[src/rtl/rr_mux_pkg.sv]
// rr_mux_pkg: shared types and helpers for the round-robin N:1 mux.
//   out_state_e : output register state (StEmpty / StFull)
//   idx_width() : channel index width for a given channel count
//   DefWidth/DefN : default data width and channel count
package rr_mux_pkg;

    localparam int unsigned DefWidth = 32;
    localparam int unsigned DefN     = 4;

    typedef enum logic {
        StEmpty,
        StFull
    } out_state_e;

    // Never returns 0 so index vectors stay legal even for degenerate N.
    function automatic int unsigned idx_width(input int unsigned n);
        return (n > 1) ? $clog2(n) : 1;
    endfunction

endpackage

[src/rtl/rr_arbiter.sv]
// rr_arbiter: round-robin arbiter holding the priority pointer.
//   i_clk      : clock, rising edge
//   i_reset    : synchronous active-high reset (pointer -> 0)
//   i_req      : N-bit request vector
//   i_advance  : pulse on a transfer; pointer moves to one past the granted channel
//   o_gnt      : one-hot grant (combinational)
//   o_gnt_idx  : index of the granted channel
//   o_any      : at least one request present
module rr_arbiter
    import rr_mux_pkg::*;
#(
    parameter  int unsigned N  = DefN,
    localparam int unsigned SW = idx_width(N)
) (
    input  logic          i_clk,
    input  logic          i_reset,
    input  logic [N-1:0]  i_req,
    input  logic          i_advance,
    output logic [N-1:0]  o_gnt,
    output logic [SW-1:0] o_gnt_idx,
    output logic          o_any
);

    logic [SW-1:0] r_ptr;
    logic [SW-1:0] w_idx;
    logic          w_found;

    assign o_any = |i_req;

    // Scan from the pointer upwards with wrap; first requester wins.
    always_comb begin
        o_gnt     = '0;
        o_gnt_idx = '0;
        w_found   = 1'b0;
        w_idx     = '0;
        for (int unsigned off = 0; off < N; off++) begin
            w_idx = SW'((32'(r_ptr) + off) % N);
            if (!w_found && i_req[w_idx]) begin
                w_found      = 1'b1;
                o_gnt[w_idx] = 1'b1;
                o_gnt_idx    = w_idx;
            end
        end
    end

    always_ff @(posedge i_clk) begin
        if (i_reset) begin
            r_ptr <= '0;
        end else if (i_advance) begin
            r_ptr <= (o_gnt_idx == SW'(N - 1)) ? '0 : o_gnt_idx + 1'b1;
        end
    end

endmodule

[src/rtl/rr_mux_n.sv]
// rr_mux_n: N:1 mux with per-channel valid/ready, round-robin arbitration and a
// registered 1-entry output stage.
//   i_clk, i_reset        : clock; synchronous active-high reset
//   i_in_data/i_in_valid  : channel i word at [i*WIDTH +: WIDTH]
//   o_in_ready            : channel i word accepted this cycle (at most one bit)
//   o_out_data/o_out_src  : registered selected word and its channel index
//   o_out_valid/i_out_ready : output handshake
//   i_sel_force_en/i_sel_force : only when RR_MUX_SEL_OVERRIDE_EN is defined;
//                           restricts eligibility to one channel, pointer untouched
module rr_mux_n
    import rr_mux_pkg::*;
#(
    parameter  int unsigned WIDTH = DefWidth,
    parameter  int unsigned N     = DefN,
    localparam int unsigned SW    = idx_width(N)
) (
    input  logic               i_clk,
    input  logic               i_reset,
    input  logic [N*WIDTH-1:0] i_in_data,
    input  logic [N-1:0]       i_in_valid,
    output logic [N-1:0]       o_in_ready,
    output logic [WIDTH-1:0]   o_out_data,
    output logic               o_out_valid,
    input  logic               i_out_ready,
    output logic [SW-1:0]      o_out_src
`ifdef RR_MUX_SEL_OVERRIDE_EN
    ,
    input  logic               i_sel_force_en,
    input  logic [SW-1:0]      i_sel_force
`endif
);

    out_state_e       r_state;
    logic [WIDTH-1:0] r_data;
    logic [SW-1:0]    r_src;

    logic [N-1:0]     w_elig;
    logic [N-1:0]     w_gnt;
    logic [SW-1:0]    w_gnt_idx;
    logic             w_any;
    logic             w_forced;
    logic             w_can_accept;
    logic             w_xfer;
    logic [WIDTH-1:0] w_sel_data;

`ifdef RR_MUX_SEL_OVERRIDE_EN
    // Out-of-range force index leaves nothing eligible.
    always_comb begin
        w_elig = '0;
        if (i_sel_force_en) begin
            if (32'(i_sel_force) < N) begin
                w_elig[i_sel_force] = i_in_valid[i_sel_force];
            end
        end else begin
            w_elig = i_in_valid;
        end
    end
    assign w_forced = i_sel_force_en;
`else
    assign w_elig   = i_in_valid;
    assign w_forced = 1'b0;
`endif

    rr_arbiter #(
        .N (N)
    ) u_arbiter (
        .i_clk     (i_clk),
        .i_reset   (i_reset),
        .i_req     (w_elig),
        .i_advance (w_xfer & ~w_forced),
        .o_gnt     (w_gnt),
        .o_gnt_idx (w_gnt_idx),
        .o_any     (w_any)
    );

    assign w_can_accept = (r_state == StEmpty) | i_out_ready;
    // Reset gates acceptance so no word is handshaken away during reset.
    assign w_xfer       = ~i_reset & w_can_accept & w_any;
    assign o_in_ready   = {N{w_xfer}} & w_gnt;
    assign w_sel_data   = i_in_data[w_gnt_idx*WIDTH +: WIDTH];

    always_ff @(posedge i_clk) begin
        if (i_reset) begin
            r_state <= StEmpty;
            r_data  <= '0;
            r_src   <= '0;
        end else begin
            case (r_state)
                StEmpty: begin
                    if (w_xfer) begin
                        r_state <= StFull;
                        r_data  <= w_sel_data;
                        r_src   <= w_gnt_idx;
                    end
                end
                StFull: begin
                    // Drain and refill in the same cycle keeps the stage full.
                    if (w_xfer) begin
                        r_data <= w_sel_data;
                        r_src  <= w_gnt_idx;
                    end else if (i_out_ready) begin
                        r_state <= StEmpty;
                    end
                end
                default: r_state <= StEmpty;
            endcase
        end
    end

    assign o_out_valid = (r_state == StFull);
    assign o_out_data  = r_data;
    assign o_out_src   = r_src;

endmodule
[config.mk]
export PLATFORM = sky130hd
export DESIGN_NAME = rr_mux_n
export DESIGN_NICKNAME = d
export VERILOG_FILES = /design/src/rtl/rr_mux_pkg.sv /design/src/rtl/rr_arbiter.sv /design/src/rtl/rr_mux_n.sv
export SDC_FILE = /design/constraint.sdc
export NUM_CORES = 1
export LEC_CHECK = 0
export ABC_AREA = 1
export BUFFER_PORTS_ARGS = -buffer_cell sky130_fd_sc_hd__buf_2
export CAP_MARGIN = 0
export CORE_MARGIN = 1
export CORE_UTILIZATION = 47
export DETAILED_ROUTE_END_ITERATION = 10
export PLACE_DENSITY_LB_ADDON = 0.3
export SLEW_MARGIN = 25
export SYNTH_ARGS = -nofsm -noshare
export SYNTH_HDL_FRONTEND = slang
export SYNTH_SLANG_ARGS = --single-unit
[constraint.sdc]
create_clock -name i_clk -period 4.5 [get_ports i_clk]
set_input_delay 0.45 -clock i_clk [delete_from_list [all_inputs] [get_ports i_clk]]
set_output_delay 0.45 -clock i_clk [all_outputs]
set_load 0.005 [all_outputs]
======== Word level (Yosys, flattened, before mapping) ========
Index checks and enable logic that the tools add are counted.
operators by class
  $add $sub $neg .......................... 4
  $lt $le $gt $ge ......................... 8
  equal/unequal tests ..................... 1
  shifts and indexed selects .............. 1
  mux-type cells .......................... 34
  bitwise operators ....................... 9
  reduce and logical (&&, ||, !) cells .... 11
operator list
  operator               count
  $shiftx A128 B8 Y32    1
  $mux W32               1
  $mux W4                4
  $mux W1                14
  $lt A2 B3 Y1 const B   4
  $mux W2                6
  $or A4 B4 Y4           3
  $bmux W1 S2            4
  $demux W1 S2           4
  $ge A2 B1 Y1 const B   4
  $logic_and A1 B1 Y1    7
  $add A2 B1 Y2 const B  2
  $add A2 B2 Y2 const B  2
  $and A4 B4 Y4          1
  $reduce_or A4 Y1       1
  $logic_not A1 Y1       3
  $and A1 B1 Y1          2
  $eq A2 B2 Y1 const B   1
  $not A1 Y1             2
  $pmux W1 S2            1
  $or A1 B1 Y1           1
word-level totals
  flip-flop bits (word level) ............. 37
  bits of input ports ..................... 135
  output and inout port bits .............. 39
  word-level logic and storage cells ...... 72

======== Depth between registers and ports, before layout ========
Gate-level depths: netlist of run 1.
  word-level depth ........................ 14
  mapped depth ............................ 18
  gate-level depth less buffers ........... 16

======== By module ========
From an unflattened synthesis of run 1, not the netlist that was laid out.
unflattened totals
  cells, all modules ...................... 606
  area, all modules ....................... 3,275.6 um^2
by module, submodules not included
  module      times used  cells an instance  area each (um^2)  seq. area each (um^2)
  rr_mux_n    1           516                2,696.3           700.7
  rr_arbiter  1           90                 579.3             40.0

======== Worst setup path before layout of run 1 ========
Ideal clock, no wire load.
  path kind ............................... register -> output
  from .................................... register u_arbiter.r_ptr[0]
  to ...................................... output port o_in_ready[3]
  arrival time ............................ 1,884 ps
  required time ........................... 4,050 ps
  setup slack ............................. 2,166 ps
  stages on the path, launching flop included .. 13
  path buffers ............................ 0
  cell sequence ........................... dfxtp_1 inv_2 ha_1 inv_1 nand3_1 nand2_2 inv_2 nor2_8 nand2_1 inv_1 nand3_1 a31o_2 inv_1
between the ends
  word-level cells in the longest chain between the ends .. 13
  elaborated cells between the ends (all ways) .. 48
  those cells by class .................... add/sub (3); order compare (8); mux (23); bitwise (4); reduce/logical (10)
RTL lines
  item                                                   RTL line          source
  from (decl)                                            rr_arbiter.sv:24  logic [SW-1:0] r_ptr;
  from (signal assigned)                                 rr_arbiter.sv:50  r_ptr <= (o_gnt_idx == SW'(N - 1)) ? '0 : o_gnt_idx + 1'b1;
  branches (longest 11 deep; another with $lt A2 B3 Y1)  --
  $mux W4 *                                              rr_arbiter.sv:38  if (!w_found && i_req[w_idx]) begin
  $and A4 B4 Y4 *                                        rr_mux_n.sv:79    assign o_in_ready = {N{w_xfer}} & w_gnt;
  to (decl)                                              rr_mux_n.sv:21    output logic [N-1:0] o_in_ready,
Mark *: on every way between the ends. The select of a mux whose other input is x is not followed.

======== Final worst setup path of run 1 ========
  from .................................... register u_arbiter.r_ptr[0]
  to ...................................... register r_data[17], in the netlist o_out_data[17]
between the ends
  word-level cells in the longest chain between the ends .. 14
  elaborated cells between the ends (all ways) .. 26
  those cells by class .................... add/sub (3); shift (1); mux (16); reduce/logical (6)
RTL lines
  item                                                    RTL line                        source
  branches (longest 11 deep; another with $add A2 B1 Y2)  --
  $mux W2 *                                               rr_arbiter.sv:38
  $shiftx A128 B8 Y32 *                                   rr_mux_n.sv:80                  assign w_sel_data = i_in_data[w_gnt_idx*WIDTH +: WIDTH];
  $mux W32 *                                              rr_mux_n.sv:90, rr_mux_n.sv:98
  to (signal assigned)                                    rr_mux_n.sv:92                  r_data <= w_sel_data;
  to (signal assigned)                                    rr_mux_n.sv:99                  r_data <= w_sel_data;
  to (decl)                                               rr_mux_n.sv:34                  logic [WIDTH-1:0] r_data;
Marks and branches as above.
A chain may end at the register's enable or synchronous reset.

==> results of run 1 <==
-- cell type report --
class	instances	area [sq um]	share of cell area (%)
clock buffers	5	68.82	1.844
well taps	72	90.09	2.414
repair buffers	177	895.9	24.01
inverters	31	116.4	3.119
clock inverters	3	46.29	1.241
multi-input cells	384	1773	47.52
flip-flops and latches	37	740.7	19.85
-- how the worst max path moves through the flow --
| stage | to | cells past startpoint | start |
|---|---|---|---|
| 6_report | o_out_data[17] | 14 | u_arbiter.r_ptr[0] |
| 5_1_grt | o_out_data[17] | 15 | u_arbiter.r_ptr[0] |
| 4_1_cts | u_arbiter.r_ptr[1] | 14 | u_arbiter.r_ptr[0] |
| 3_5_place_dp | u_arbiter.r_ptr[1] | 14 | u_arbiter.r_ptr[0] |
| 3_3_place_gp | u_arbiter.r_ptr[1] | 14 | u_arbiter.r_ptr[0] |
| 2_1_floorplan | o_in_ready[3] | 12 | u_arbiter.r_ptr[0] |
-- state kept, by name, summed over array words and instances, names as in the netlist --
name / count
o_out_valid: 1
u_arbiter.r_ptr: 2
o_out_src: 2
o_out_data: 32
-- layout by cell type, fill, tap and decap left out, drive strengths merged --
cell        n
a21oi       3
a22oi       3
a31o        1
a31oi       1
buf       177
bufinv      1
clkbuf      5
clkinv      2
clkinvlp    1
dfxtp      37
ha          8
inv        30
nand2     211
nand3     141
nand3b      2
nand4       4
nor2        6
nor4        1
o21ai       3
-- cells by family (layout without fill, tap and decap cells) --
logic type,after synthesis,after routing,synth area share (%)
fa+ha+maj,8,8,3.551
flops,37,37,26.28
compound gates,11,11,2.397
buf+inv,62,216,10.83
simple gates,365,365,56.95
-- layer usage --
layer	wire length, um	global-route usage (%)	vias to the layer above
li1	-	-	1868
met1	3661	32.00	1681
met2	4409	51.88	166
met3	661	4.114	16
met4	164	9.818	0
met5	0	0	-
-- stage by stage --
step                std cells  utilization (%)  setup WS, ns  hold WS (ns)
finish                    709            66.13        0.6949        0.3671
global route              709            66.13        0.3801        0.3744
CTS                       709            66.13        0.7628        0.3560
detailed placement        701            64.09        0.7854        0.4581
global placement          701            64.09        0.9534        0.4547
floorplan                 483                -         2.166        0.4664
-- power by group through the flow --
stage,logic [mW],registers (mW),clock network (mW)
final,1.44,0.569,0.291
after global routing,1.64,0.586,0.309
after CTS,1.44,0.568,0.296
after detailed placement,1.44,0.574,0
after global placement,1.41,0.570,0
after floorplan,1.12,0.582,0
==> impl_metrics.toml, run 1 <==
[timing]
rsz0062_at_grt = "no"
setup_viol = 0
fmax_mhz = 262.8
maxSlewHeadroom_pct = 41.20
fin_skew_ns = 0.003602
worst_pin_slew_ns = 0.8807
tns_ns = 0
period_share_pct = 84.56
finalMaxSlewViolations = 0
finalHoldViolations = 0
layout_min_cycle_time_ns = 3.805

[power]
p_sw_mw = 1.141
peakVddDrop_uv = 392.9
intPower_mw = 1.161
p_seq_share_pct = 24.7
leakage_nw = 2.217
total_power_mw = 2.303
swShare_pct = 49.56
pwr-share-clk_pct = 12.6
power_density_nw_per_um2 = 617.1
combinationalPowerShare_pct = 62.6

[worst_hold_path]
worstHoldEndpoint = "u_arbiter.r_ptr[1]"
hp-class = "primary input to flop"
min_delay_path_depth = 2
holdCritStartpoint = "i_reset"

[setup_path]
reg2reg_to = "o_out_data[17]"
slowest_stage = "nand2_2"
path_buf_inv = 4
worstPathArrival_ns = 3.99
cp_top_family = "simple AND/OR/NAND/NOR gates"
cp_max_fo = 56
rrSetupSlack_ns = 0.69
reg2reg_depth = 14
r2r-start = "u_arbiter.r_ptr[0]"
setup.worst_path.end_class = "flop"
max_stage_delay_ns = 0.62
start_kind = "flop"
crit_chain = "inv_2 > ha_1 > inv_1 > nand3_1 > nand2_2 > inv_2 > nor2_8 > nand4_1 > nand2_2 > inv_2 > nand2_1 > nand3_1 > nand3_1 > nand2_1"
path_class = "flop to flop"
cp.required_ns = 4.69

[yosys]
syn_avg_cell_area_sq_um = 5.836
netlist_area_sq_um = 2819
synth_edf_count = 0
synthTopCellsByCount = "nand2_1 (207), nand3_1 (141), dfxtp_1 (37)"
async_flop_share_pct = 0
synth.top_cell.area_share_pct = 27.56
syn_nets = 626
synth.most_common_cell = "nand2_1"
yosysUniqueCellTypes = 24
netlist.top_cell.by_area = "nand2_1"
ys_dominant_reg_cell = "dfxtp_1"
ys_ff_latch = 37
netlist_instances = 483
ys_seq_area_share_pct = 26.28
synth_warnings = 0
synth.area.top_cells = "nand2_1 (28%), dfxtp_1 (26%), nand3_1 (25%), ha_1 (3.6%), inv_1 (3.3%)"

[floorplan]
die_h_um = 79.45
core_area_sq_um = 5642
dieArea_sq_um = 6312
initial_utilization_pct = 49.97
pin_count = 174
die_w_um = 79.45
rows = 27

[clock_network]
path_clk_slew_ns = 0.08
ctsResizeCount = 0
cts_root_buffer = "clkbuf_8"
cts_tree = "yes"
h-tree-depth = 2
cts_buffers = 5
cts_num_sinks = 37
clock_latency_ns = 0.29
cts_hold_buf = 0
clockBufferDepth = 2
cts_setup_buffers = 0

[cells_and_area]
syn2layout_area_growth_pct = 32.36
fillers = 552
diodes = 0
final_area_sq_um = 3731
finalNetCount = 779
layout-drive-gt1-share_pct = 30.93

[detailed_routing]
final_antenna_net_count = 0
firstDrtPassIters = 5
drc = 0
wl_per_cell_um = 12.55
routed_wl_mm = 8.896
first_iter_violations = 213
vias = 3731
avgViaCountPerCell = 5.262

[global_routing]
antenna_found_initial = 0
grt_max_degree = 57
grt_pass1_vias = 3267
grt_pass1_wl_mm = 14.21
overflow = 0
gr-usage-all-layers_pct = 27.91

[job]
cap_violations = 0

[placement]
placed_cell_area_sq_um = 3616
dp_hpwl_mm = 6.557
place_congestion = 0.9613
io_buffers = 173

[outcome]
status = "finished, final reports clean"
(Power assumes the default switching activity.)
==> run 2, diff against run 1 <==
Settings changed: CORE_UTILIZATION 47 to 44.
Clock period 4.5 ns to 3.7 ns, I/O delays scaled along.
==> run 2 against run 1 <==
Against the previous run: power up 24%; first-iteration DRC count is 24% lower; wire length up 1.3%; largest cell class unchanged; highest routed layer unchanged.
==> impl_metrics.toml, run 2 (synthesis results as in run 1) <==
[outcome]
status = "finished, final reports clean"

[detailed_routing]
drc = 0
wl_per_cell_um = 12.62
routed_wl_mm = 9.010
vias = 3687
avgViaCountPerCell = 5.164
first_iter_violations = 161
met1_length_mm = 3.738
final_antenna_net_count = 0
wl_met2_mm = 4.483
firstDrtPassIters = 4
top_layer_used = "met4"
routed-wl-met3_um = 647

[placement]
dp_hpwl_mm = 6.712
place_congestion = 0.8931
io_buffers = 173
placed_cell_area_sq_um = 3647

[floorplan]
die_h_um = 82.04
dieArea_sq_um = 6731
die_w_um = 82.04
pin_count = 174
initial_utilization_pct = 46.51
rows = 28
core_area_sq_um = 6061

[power]
p_seq_share_pct = 24.2
peakVddDrop_uv = 524.4
swShare_pct = 49.39
intPower_mw = 1.443
combinationalPowerShare_pct = 63.3
p_sw_mw = 1.408
power_density_nw_per_um2 = 758.0
pwr-share-clk_pct = 12.5
leakage_nw = 2.230

[clock_network]
h-tree-depth = 2
cts_tree = "yes"
cts_hold_buf = 0
clockBufferDepth = 2
cts_setup_buffers = 0
cts_num_sinks = 37
clock_latency_ns = 0.30
path_clk_slew_ns = 0.09
ctsResizeCount = 0
cts_root_buffer = "clkbuf_8"
cts_buffers = 5

[setup_path]
reg2reg_depth = 16
start_kind = "flop"
setup.worst_path.end_class = "flop"
crit_chain = "inv_2 > ha_1 > inv_1 > nand3_1 > nand2_2 > inv_2 > nor2_8 > nand4_1 > nand2_2 > buf_4 > nand2_1 > nand2_1 > nand2_1 > nand3_1 > nand2_1 > inv_1"
max_stage_delay_ns = 0.55
cp_max_fo = 35
worstPathArrival_ns = 3.36
cpMostUsedCell = "nand2_1"
slowest_stage = "dfxtp_1"
cp-startpoint = "u_arbiter.r_ptr[0]"
reg2reg_to = "o_out_data[28]"
rrSetupSlack_ns = 0.58
path_class = "flop to flop"
cp.required_ns = 3.94
r2r-start = "u_arbiter.r_ptr[0]"

[cells_and_area]
final_cell_mix = "nand2_1 (207), buf_2 (173), nand3_1 (141)"
syn2layout_area_growth_pct = 33.47
diodes = 0
largest_reg_flops = 32
multi_input_area_sq_um = 1773
seq_area_sq_um = 740.7
mostFrequentLayoutCell = "nand2_1"
finalNetCount = 781
fillers = 610
final_area_sq_um = 3762
layout-drive-gt1-share_pct = 30.99

[global_routing]
grt_max_degree = 41
antenna_found_initial = 0
gr-usage-all-layers_pct = 25.27
grt_pass1_wl_mm = 13.18
overflow = 0
grt_pass1_vias = 3112

[worst_hold_path]
holdCritStartpoint = "i_reset"
hp-class = "primary input to flop"
min_delay_path_depth = 2
worstHoldEndpoint = "u_arbiter.r_ptr[0]"

[timing]
fin_skew_ns = 0.01382
rsz0062_at_grt = "no"
finalHoldViolations = 0
tns_ns = 0
layout_min_cycle_time_ns = 3.117
maxSlewHeadroom_pct = 33.16
worst_pin_slew_ns = 0.9965
setup_viol = 0
hold_ws_ns = 0.3116
finalMaxSlewViolations = 0
fmax_mhz = 320.8
period_share_pct = 84.25

[job]
cap_violations = 0
[run 2: changes by cell type in the layout (fill, tap and decap cells not counted), sizes merged]
cell	before	now
clkinv	2	3
buf	177	179
inv	30	29
[run 2: area by class of cell]
cell class	instances	share of cell area [%]
clock buffer	5	1.829
sequential	37	19.69
tap	75	2.494
inverter	31	3.093
multi-input combinational	384	47.12
timing repair buffer	179	24.54
clock inverter	3	1.230
[run 2: routing by layer]
layer  up-vias  global-route usage, %
met2       150                  47.19
met1      1650                  28.45
li1       1872                      -
met5         -                      0
met4         0                  7.895
met3        15                  4.889
[run 2: metrics by stage]
stage               utilization [%]  power, mW  worst slack, ns  instances
floorplan                         -      2.067            1.420        483
global placement              60.18      2.449           0.7489        706
detailed placement            60.18      2.497           0.6210        706
CTS                           62.08      2.859           0.6146        714
global route                  62.08      3.115           0.2374        714
finish                        62.08      2.852           0.5828        714
[run 2: worst max-delay path, delay by kind of cell, from the launching register on]
kind | cells | cell delay (ns)
buffers and inverters | 5 | 0.77
and+or+nand+nor | 10 | 1.33
adders and majority gates | 1 | 0.39
DFF | 1 | 0.55
[run 2: how the worst max path moves through the flow]
stage                     cells past startpoint             end  slack, ns
after global routing                         16  o_out_data[26]       0.24
after detailed placement                     15  o_out_data[22]       0.62
final                                        16  o_out_data[28]       0.58
after CTS                                    16  o_out_data[28]       0.61
after floorplan                              16  o_out_data[13]       1.42
after global placement                       15  o_out_data[22]       0.75
[run 2: power groups by stage]
stage	sequential [mW]	clock [mW]	combinational, mW
global route	0.710	0.382	2.02
global placement	0.691	0	1.76
CTS	0.689	0.367	1.80
finish	0.690	0.358	1.80
detailed placement	0.698	0	1.80
floorplan	0.708	0	1.36
